<file path="src/rtl/ring_vc_router.sv">
// Bidirectional ring router: CW/CCW/PE input FIFOs, hop-count routing, per-output
// two-way round-robin and polarity-gated virtual-channel launch onto the ring.
module ring_vc_router #(
  parameter int unsigned DATA_W = 64,
  parameter int unsigned DEPTH  = 4
) (
  input  logic              clk,
  input  logic              reset,
  output logic              polarity,
  input  logic              cwsi,
  output logic              cwri,
  input  logic [DATA_W-1:0] cwdi,
  output logic              cwso,
  input  logic              cwro,
  output logic [DATA_W-1:0] cwdo,
  input  logic              ccwsi,
  output logic              ccwri,
  input  logic [DATA_W-1:0] ccwdi,
  output logic              ccwso,
  input  logic              ccwro,
  output logic [DATA_W-1:0] ccwdo,
  input  logic              pesi,
  output logic              peri,
  input  logic [DATA_W-1:0] pedi,
  output logic              peso,
  input  logic              pero,
  output logic [DATA_W-1:0] pedo
);

  localparam int unsigned AW      = (DEPTH > 1) ? $clog2(DEPTH) : 1;
  localparam int unsigned VcBit   = DATA_W - 1;
  localparam int unsigned DirBit  = DATA_W - 2;
  localparam int unsigned HopLsb  = DATA_W - 16;
  localparam logic [AW:0] FullCnt = (AW+1)'(DEPTH);

  // Index 0/1/2 names both the input FIFO and the output register of that channel.
  localparam int Cw  = 0;
  localparam int Ccw = 1;
  localparam int Pe  = 2;

  typedef logic [DATA_W-1:0] word_t;

  logic          polarity_q;
  word_t         mem_q  [3][DEPTH];
  logic [AW-1:0] wptr_q [3];
  logic [AW-1:0] rptr_q [3];
  logic [AW:0]   cnt_q  [3];
  word_t         in_d   [3];
  word_t         head   [3];
  logic [2:0]    in_s, push, pop, rdy, nonempty;

  logic [2:0]    ro, can_load, req_a, req_b, gnt_a, gnt_b, rr_q, vld_q;
  word_t         cand_a [3];
  word_t         cand_b [3];
  word_t         dat_q  [3];
  word_t         fwd    [2];
  logic [7:0]    hop    [2];
  logic          pe_ok;

  assign in_s      = {pesi, ccwsi, cwsi};
  assign in_d[Cw]  = cwdi;
  assign in_d[Ccw] = ccwdi;
  assign in_d[Pe]  = pedi;
  assign ro        = {pero, ccwro, cwro};

  always_comb begin
    for (int i = 0; i < 3; i++) begin
      rdy[i]      = cnt_q[i] < FullCnt;
      nonempty[i] = cnt_q[i] != '0;
      head[i]     = mem_q[i][rptr_q[i]];
      push[i]     = in_s[i] && rdy[i];
    end
  end

  // Ring heads eject at hop 0, otherwise continue in the same direction one hop closer.
  always_comb begin
    for (int i = 0; i < 2; i++) begin
      hop[i]                = head[i][HopLsb +: 8];
      fwd[i]                = head[i];
      fwd[i][HopLsb +: 8]   = hop[i] - 8'd1;
    end
    pe_ok = nonempty[Pe] && (head[Pe][VcBit] == polarity_q);

    req_a[Cw]  = nonempty[Cw] && (hop[Cw] != 8'd0) && (head[Cw][VcBit] == polarity_q);
    req_b[Cw]  = pe_ok && !head[Pe][DirBit];
    req_a[Ccw] = nonempty[Ccw] && (hop[Ccw] != 8'd0) && (head[Ccw][VcBit] == polarity_q);
    req_b[Ccw] = pe_ok && head[Pe][DirBit];
    req_a[Pe]  = nonempty[Cw] && (hop[Cw] == 8'd0);
    req_b[Pe]  = nonempty[Ccw] && (hop[Ccw] == 8'd0);

    cand_a[Cw]  = fwd[Cw];
    cand_b[Cw]  = head[Pe];
    cand_a[Ccw] = fwd[Ccw];
    cand_b[Ccw] = head[Pe];
    cand_a[Pe]  = head[Cw];
    cand_b[Pe]  = head[Ccw];
  end

  // rr_q = 0 favours requester a (the ring-side input); a lone requester always wins.
  always_comb begin
    for (int o = 0; o < 3; o++) begin
      can_load[o] = !vld_q[o] || ro[o];
      gnt_a[o]    = can_load[o] && req_a[o] && (!req_b[o] || !rr_q[o]);
      gnt_b[o]    = can_load[o] && req_b[o] && (!req_a[o] || rr_q[o]);
    end
  end

  // Routing sends each head to exactly one output, so at most one pop source fires.
  always_comb begin
    pop      = '0;
    pop[Cw]  = gnt_a[Cw] | gnt_a[Pe];
    pop[Ccw] = gnt_a[Ccw] | gnt_b[Pe];
    pop[Pe]  = gnt_b[Cw] | gnt_b[Ccw];
  end

  always_ff @(posedge clk or posedge reset) begin
    if (reset) begin
      polarity_q <= 1'b0;
      for (int i = 0; i < 3; i++) begin
        wptr_q[i] <= '0;
        rptr_q[i] <= '0;
        cnt_q[i]  <= '0;
      end
    end else begin
      polarity_q <= ~polarity_q;
      for (int i = 0; i < 3; i++) begin
        if (push[i]) wptr_q[i] <= wptr_q[i] + AW'(1);
        if (pop[i])  rptr_q[i] <= rptr_q[i] + AW'(1);
        case ({push[i], pop[i]})
          2'b10:   cnt_q[i] <= cnt_q[i] + (AW+1)'(1);
          2'b01:   cnt_q[i] <= cnt_q[i] - (AW+1)'(1);
          default: cnt_q[i] <= cnt_q[i];
        endcase
      end
    end
  end

  // Storage needs no reset: the cleared pointers make stale entries unreachable.
  always_ff @(posedge clk) begin
    for (int i = 0; i < 3; i++) begin
      if (push[i]) mem_q[i][wptr_q[i]] <= in_d[i];
    end
  end

  always_ff @(posedge clk or posedge reset) begin
    if (reset) begin
      vld_q <= '0;
      rr_q  <= '0;
      for (int o = 0; o < 3; o++) dat_q[o] <= '0;
    end else begin
      for (int o = 0; o < 3; o++) begin
        if (gnt_a[o] || gnt_b[o]) begin
          vld_q[o] <= 1'b1;
          dat_q[o] <= gnt_a[o] ? cand_a[o] : cand_b[o];
          rr_q[o]  <= gnt_a[o];
        end else if (ro[o]) begin
          vld_q[o] <= 1'b0;
        end
      end
    end
  end

  assign polarity = polarity_q;
  assign cwri     = rdy[Cw];
  assign ccwri    = rdy[Ccw];
  assign peri     = rdy[Pe];
  assign cwso     = vld_q[Cw];
  assign ccwso    = vld_q[Ccw];
  assign peso     = vld_q[Pe];
  assign cwdo     = dat_q[Cw];
  assign ccwdo    = dat_q[Ccw];
  assign pedo     = dat_q[Pe];

endmodule
</file>
<file path="config.mk">
export PLATFORM = sky130hd
export DESIGN_NAME = ring_vc_router
export DESIGN_NICKNAME = d
export VERILOG_FILES = /design/src/rtl/ring_vc_router.sv
export SDC_FILE = /design/constraint.sdc
export NUM_CORES = 1
export LEC_CHECK = 0
export ABC_AREA = 1
export CORE_ASPECT_RATIO = 0.75
export CORE_UTILIZATION = 30
export DETAILED_ROUTE_END_ITERATION = 12
export RECOVER_POWER = 25
export SLEW_MARGIN = 0
export SYNTH_ARGS = -nofsm -noshare
export SYNTH_HDL_FRONTEND = slang
export SYNTH_SLANG_ARGS = --single-unit
</file>
<file path="constraint.sdc">
create_clock -name clk -period 8.5 [get_ports clk]
set_input_delay 1.7 -clock clk [delete_from_list [all_inputs] [get_ports clk]]
set_output_delay 1.7 -clock clk [all_outputs]
set_load 0.05 [all_outputs]
</file>
==> results by group, run 1 <==
Status
  – Status: finished clean

Floorplan
  – Core Box Area: 129700 um2
  – FP Rows: 114
  – DIE WIDTH: 420.8 um
  – Die height: 316.1 um
  – Top Ports: 399
  – Die ar.: 133000 um2
  – Starting Density: 30.43%

Global route
  – Met3 track demand over resource: 6.062%
  – First-pass GRT wire length: 187400 um
  – Gr ovfl total: 0
  – GR peak layer: met2
  – Vias in the first global route: 25.65k
  – GR Util met2: 31.49%
  – Initial antenna violation count: 75
  – Met1 usage: 25.13%
  – GRT Total Usage: 19.84%
  – Largest net degree at the start of global routing: 157

Timing
  – Highest Clock Rate: 187.4 MHz
  – Unrepaired setup endpoints after global routing: false
  – Final Cycle Share: 62.76%
  – Final worst setup slack: 3.165 ns
  – Tmin final: 5.335 ns
  – Fin. Hold Viols: 0
  – Fin Clk Skew: 0.04935 ns
  – Max-slew violations: 0
  – Tightest Pin Transition: 1.308 ns
  – Max_slew headroom: 12.78%
  – Final TNS setup: 0 ns
  – Endpoints failing setup: 0

Final layout
  – Final Core Density: 37.32%
  – Final instance area: 48390 um2
  – Final net count: 3864
  – P&R area growth vs syn: 22.64%
  – Share of cells above drive strength 1: 6.037%

Worst setup path
  – Worst path top cell family by delay: simple AND/OR/NAND/NOR gates
  – Critical path's slowest cell: buf_4
  – Most used cell along the critical path: nand2_1
  – Crit end category: flip-flop
  – Worst setup SP type: flip-flop
  – CP Buf/Inv Count: 4
  – CP Cell Sequence: inv_4 > buf_4 > nand2_1 > nand3_1 > nand2_1 > ha_1 > inv_1 > nor2_4 > a21oi_1 > nand3_4 > nand2_1 > ha_1 > inv_1 > fa_1 > a21oi_1 > o21ai_0 > xor2_1
  – Required time of the critical path: 9.09 ns
  – WS Path Type: flip-flop to flip-flop
  – CP Max Fanout: 82
  – CP peak stage delay: 0.75 ns
  – WP data arrival: 5.93 ns

CTS
  – PostCTS Resize Cnt: 0
  – Clock slew at reported path FFs: 0.07 ns
  – CTS tree: built
  – Root Driver: clkbuf_16
  – # hold bufs at CTS: 0
  – H-tree depth: 3
  – Setup bufs post-CTS: 0
  – Clk_lat worst skew: 0.73 ns
  – Clock Path Buffers: 3
  – Total CTS buffers: 98
  – Clock sink count: 988

Routing
  – DR WL/cell: 24.56 um
  – Final WL: 134400 um
  – Pre-Repair DR Iteration Count: 5
  – Residual DRC: 0
  – Via density: 4.982
  – Post-DRT Antenna Nets: 0
  – Initial DRC Count: 2882
  – Vias: 27.27k

Yosys
  – Post-synth EDFFs: 768
  – Top-count cell post-synth: edfxtp_1
  – Dominant cells by area after synthesis: edfxtp_1 (58%), dfrtp_1 (14%), nand2_1 (7.2%)
  – Yosys reg bits: 988
  – Seq/Total Area, Yosys: 72.40%
  – Ys async rst share: 22.27%
  – Syn nets: 3537
  – Synth Flop Type: edfxtp_1
  – Synthesized area: 39460 um2
  – Cells after synthesis: 3317
  – Avg Inst Size Synth: 11.89 um2
  – Most common library cells after synthesis: edfxtp_1 (768), nand2_1 (756), nand3_1 (434), nor2_1 (254), dfrtp_1 (220)
  – Synth area leader: edfxtp_1
  – Yosys top cell area share: 58.45%
  – Yosys cell types: 32
  – Ys Warns: 0

Power and ir drop
  – Pwr Density: 409.9 nW/um2
  – Cell leakage power: 17.82 nW
  – Maximum VDD drop: 0.2190 mV
  – Total power: 19.84 mW

Placement
  – DP HPWL: 93500 um
  – Setup WS pre-CTS: 3.226 ns
  – IO Port Bufs: 398
  – GP Congestion: 0.8634
  – Area of placed instances: 45100 um2

Hold path
  – HP Class: flip-flop to flip-flop

Run
  – Max-capacitance violation count: 0
-- layer usage --
layer,wire length (um),vias up
li1,-,12370
met1,53240,13480
met2,62390,1069
met3,12390,286
met4,5983,64
met5,418,-
-- stage by stage --
stage / instances / hold WS [ns]
detailed placement: 5284 / 0.4644
global route: 5471 / 0.4986
floorplan: 3317 / 0.4465
finish: 5474 / 0.4753
CTS: 5467 / 0.4768
global placement: 5284 / 0.4621
-- worst reg2reg max path: cells and delay by family (launching register included) --
| family | cells | cell delay (ns) |
|---|---|---|
| buf+inv | 4 | 1.42 |
| simple gates | 6 | 1.59 |
| xor+xnor | 1 | 0.16 |
| compound gates | 3 | 0.56 |
| fa+ha+maj | 3 | 0.78 |
| flops | 1 | 0.69 |
-- sequential cells by signal, indices dropped and copies added, names as in the netlist --
| name | count |
|---|---|
| polarity | 1 |
| wptr_q | 6 |
| mem_q | 768 |
| rptr_q | 6 |
| rr_q | 3 |
| cwdo | 64 |
| vld_q | 3 |
| ccwdo | 64 |
| cnt_q | 9 |
| pedo | 64 |
-- power by group --
group | switching, mW | total [mW] | internal [mW]
clock | 1.91 | 4.41 | 2.50
combinational | 6.18 | 8.34 | 2.16
sequential | 0.819 | 7.09 | 6.27
-- layout by cell type (no fill, tap or decap), types with 8 or more instances in the layout --
| master | Yosys | final |
|---|---|---|
| inv_2 | 10 | 8 |
| clkdlybuf4s50_1 | 0 | 260 |
| clkbuf_1 | 113 | 28 |
| dlygate4sd3_1 | 0 | 138 |
| nor2_4 | 3 | 17 |
| buf_4 | 16 | 31 |
| clkinv_1 | 2 | 12 |
| xor2_1 | 15 | 15 |
| a32oi_1 | 69 | 69 |
| clkinv_2 | 0 | 18 |
| nand2_1 | 756 | 755 |
| nand3_1 | 434 | 432 |
| o22ai_1 | 103 | 103 |
| nor2_1 | 254 | 241 |
| clkbuf_16 | 0 | 104 |
| dfrtp_1 | 220 | 216 |
| a21oi_1 | 78 | 78 |
| ha_1 | 17 | 17 |
| inv_1 | 135 | 133 |
| o21ai_0 | 218 | 218 |
| edfxtp_1 | 768 | 768 |
-- final cells by class --
| class | instances | area (um2) |
|---|---|---|
| clock inverters | 47 | 510.5 |
| well taps | 1740 | 2177 |
| fillers | 12450 | 81270 |
| flip-flops and latches | 988 | 28580 |
| clock buffers | 136 | 2756 |
| multi-input cells | 1979 | 9543 |
| repair buffers | 430 | 4237 |
| inverters | 147 | 568.0 |
| diodes | 7 | 17.52 |
-- logic make-up (layout without fill, tap and decap cells) --
kind of cell / Yosys count / after routing / synth area share (%)
flops: 988 / 988 / 72.40
xor+xnor: 21 / 21 / 0.4662
other cells: 0 / 7 / 0
fa+ha+maj: 20 / 20 / 0.6913
compound gates: 470 / 470 / 6.958
simple gates: 1468 / 1468 / 15.72
buf+inv: 350 / 760 / 3.764
-- worst paths after layout --
kind	start	endpoint	slack, ns	cells past startpoint
setup / recovery	rptr_q[4]	cnt_q[8]	3.17	17
hold / removal	cnt_q[3]	cnt_q[3]	0.48	1
setup reg to reg	rptr_q[4]	cnt_q[8]	3.17	17
hold reg to reg	cnt_q[3]	cnt_q[3]	0.48	1
max in group asynchronous	reset	ccwdo[43]	5.66	3
min in group asynchronous	reset	pedo[53]	1.43	2
(Power assumes the default switching activity.)
==> run 2, diff against run 1 <==
==> constraint.sdc (replaced) <==
create_clock -name clk -period 5.5 [get_ports clk]
set_input_delay 1.1 -clock clk [delete_from_list [all_inputs] [get_ports clk]]
set_output_delay 1.1 -clock clk [all_outputs]
set_load 0.05 [all_outputs]
==> results by group, run 2 (synthesis results as in run 1) <==
Placement
  – Area of placed instances: 45350 um2
  – Dpl cells: 5298
  – GP Congestion: 0.8817
  – DP HPWL: 95440 um
  – Setup WS pre-CTS: 1.135 ns
  – IO Port Bufs: 398

Power and ir drop
  – Total power: 30.79 mW
  – NetSw: 13.74 mW
  – Sw Ratio: 44.62%
  – Clock power frac: 22.5%
  – Cell leakage power: 17.94 nW
  – Maximum VDD drop: 0.3215 mV
  – Pwr Density: 632.4 nW/um2
  – Logic pwr share: 42.7%
  – Int Power: 17.06 mW
  – Sequential Power Share: 34.8%

Routing
  – DR WL/cell: 24.75 um
  – Final WL: 136000 um
  – Initial DRC Count: 2994
  – Pre-Repair DR Iteration Count: 5
  – Post-DRT Antenna Nets: 0
  – Residual DRC: 0
  – Vias: 27.57k
  – Via density: 5.018

Timing
  – Fin. Hold Viols: 0
  – Unrepaired setup endpoints after global routing: false
  – Tmin final: 4.409 ns
  – Final worst setup slack: 1.091 ns
  – Max_slew headroom: 16.30%
  – Final Cycle Share: 80.17%
  – Final TNS setup: 0 ns
  – Endpoints failing setup: 0
  – Highest Clock Rate: 226.8 MHz
  – Tightest Pin Transition: 1.255 ns
  – Max-slew violations: 0
  – Fin Clk Skew: 0.04821 ns
  – Min Hold Slack: 0.4768 ns

Run
  – Max-capacitance violation count: 0

Worst setup path
  – Worst path top cell family by delay: simple AND/OR/NAND/NOR gates
  – CP endpoint: cnt_q[7]
  – R2r startpoint: rptr_q[2]
  – Most used cell along the critical path: nand2_1
  – Worst setup SP type: flip-flop
  – WP data arrival: 5.04 ns
  – CP Cell Sequence: inv_4 > nand2_1 > o211ai_1 > nand2_1 > inv_1 > ha_1 > nand2_1 > nor2_4 > nand4_4 > nand2_4 > nand2_1 > ha_1 > inv_1 > fa_1 > o21ai_0
  – Crit end category: flip-flop
  – CP Max Fanout: 52
  – R2R depth: 15
  – CP peak stage delay: 0.74 ns
  – RR Endpoint: cnt_q[7]
  – Critical path origin: rptr_q[2]
  – WS Path Type: flip-flop to flip-flop
  – Worst reg-to-reg setup slack: 1.09 ns
  – Critical Path Stages: 15
  – Critical path's slowest cell: nand2_4
  – Required time of the critical path: 6.13 ns
  – CP Buf/Inv Count: 3

Global route
  – Largest net degree at the start of global routing: 110
  – GRT Total Usage: 20.09%
  – First-pass GRT wire length: 189800 um
  – Initial antenna violation count: 78
  – Vias in the first global route: 25.63k
  – Gr ovfl total: 0

CTS
  – Clock slew at reported path FFs: 0.06 ns
  – Clk_lat worst skew: 0.73 ns
  – CTS tree: built
  – Root Driver: clkbuf_16
  – Clock Path Buffers: 3
  – Clock sink count: 988
  – Total CTS buffers: 99
  – H-tree depth: 3
  – PostCTS Resize Cnt: 0
  – # hold bufs at CTS: 0
  – Setup bufs post-CTS: 0

Final layout
  – P&R area growth vs syn: 23.41%
  – Register area: 28580 um2
  – Fill cells: 12.48k
  – Fin cells: 5495
  – Most frequent cells in the layout: edfxtp_1 (768), nand2_1 (755), nand3_1 (432)
  – Final Core Density: 37.55%
  – Final instance area: 48690 um2
  – Final net count: 3879
  – Multi-input logic area: 9543 um2
  – Share of cells above drive strength 1: 6.412%
  – Max FFs per register: 768
  – Commonest non-fill, non-tap cell in the layout: edfxtp_1

Floorplan
  – Starting Density: 30.43%
  – FP Rows: 114
  – DIE WIDTH: 420.8 um
  – Top Ports: 399
  – Core Box Area: 129700 um2
  – Die ar.: 133000 um2
  – Die height: 316.1 um

Status
  – Status: finished clean

Hold path
  – HP Class: flip-flop to flip-flop
==> run 2: worst min path at each step <==
stage | from | to | cells past startpoint | slack (ns)
floorplan | cnt_q[0] | cnt_q[0] | 1 | 0.45
global placement | cnt_q[3] | cnt_q[3] | 1 | 0.46
detailed placement | cnt_q[0] | cnt_q[0] | 1 | 0.47
CTS | cnt_q[3] | cnt_q[3] | 1 | 0.48
global route | cnt_q[3] | cnt_q[3] | 1 | 0.50
finish | cnt_q[3] | cnt_q[3] | 1 | 0.48
==> run 2: layer usage <==
metal | vias up | share of wire [%] | track usage, %
met2 | 1118 | 45 | 31.12
li1 | 12410 | - | -
met4 | 64 | 5.2 | 8.843
met3 | 310 | 9.3 | 6.091
met1 | 13670 | 40 | 26.01
met5 | - | 0.29 | 0
==> run 2: worst register-to-register path, cell delays in order (launching register included) <==
cell and delay, ns:
dfrtp_4 0.49, inv_4 0.43, nand2_1 0.11, o211ai_1 0.10, nand2_1 0.12, inv_1 0.10
ha_1 0.18, nand2_1 0.09, nor2_4 0.23, nand4_4 0.64, nand2_4 0.75, nand2_1 0.20
ha_1 0.22, inv_1 0.11, fa_1 0.41, o21ai_0 0.16
==> run 2: power groups by stage <==
| stage | Sequential (mW) | Combinational (mW) | Clock, mW |
|---|---|---|---|
| global route | 10.8 | 14.0 | 7.34 |
| floorplan | 12.6 | 5.81 | 0 |
| CTS | 10.7 | 13.2 | 7.05 |
| finish | 10.7 | 13.2 | 6.92 |
| global placement | 10.9 | 13.0 | 0 |
| detailed placement | 10.9 | 13.2 | 0 |
==> run 2: layout make-up <==
class	count	share of cell area [%]
sequential	988	58.70
tap	1740	4.471
inverter	147	1.156
timing repair buffer	444	9.225
clock inverter	57	1.354
multi-input combinational	1979	19.60
clock buffer	128	5.437
antenna	12	0.06167
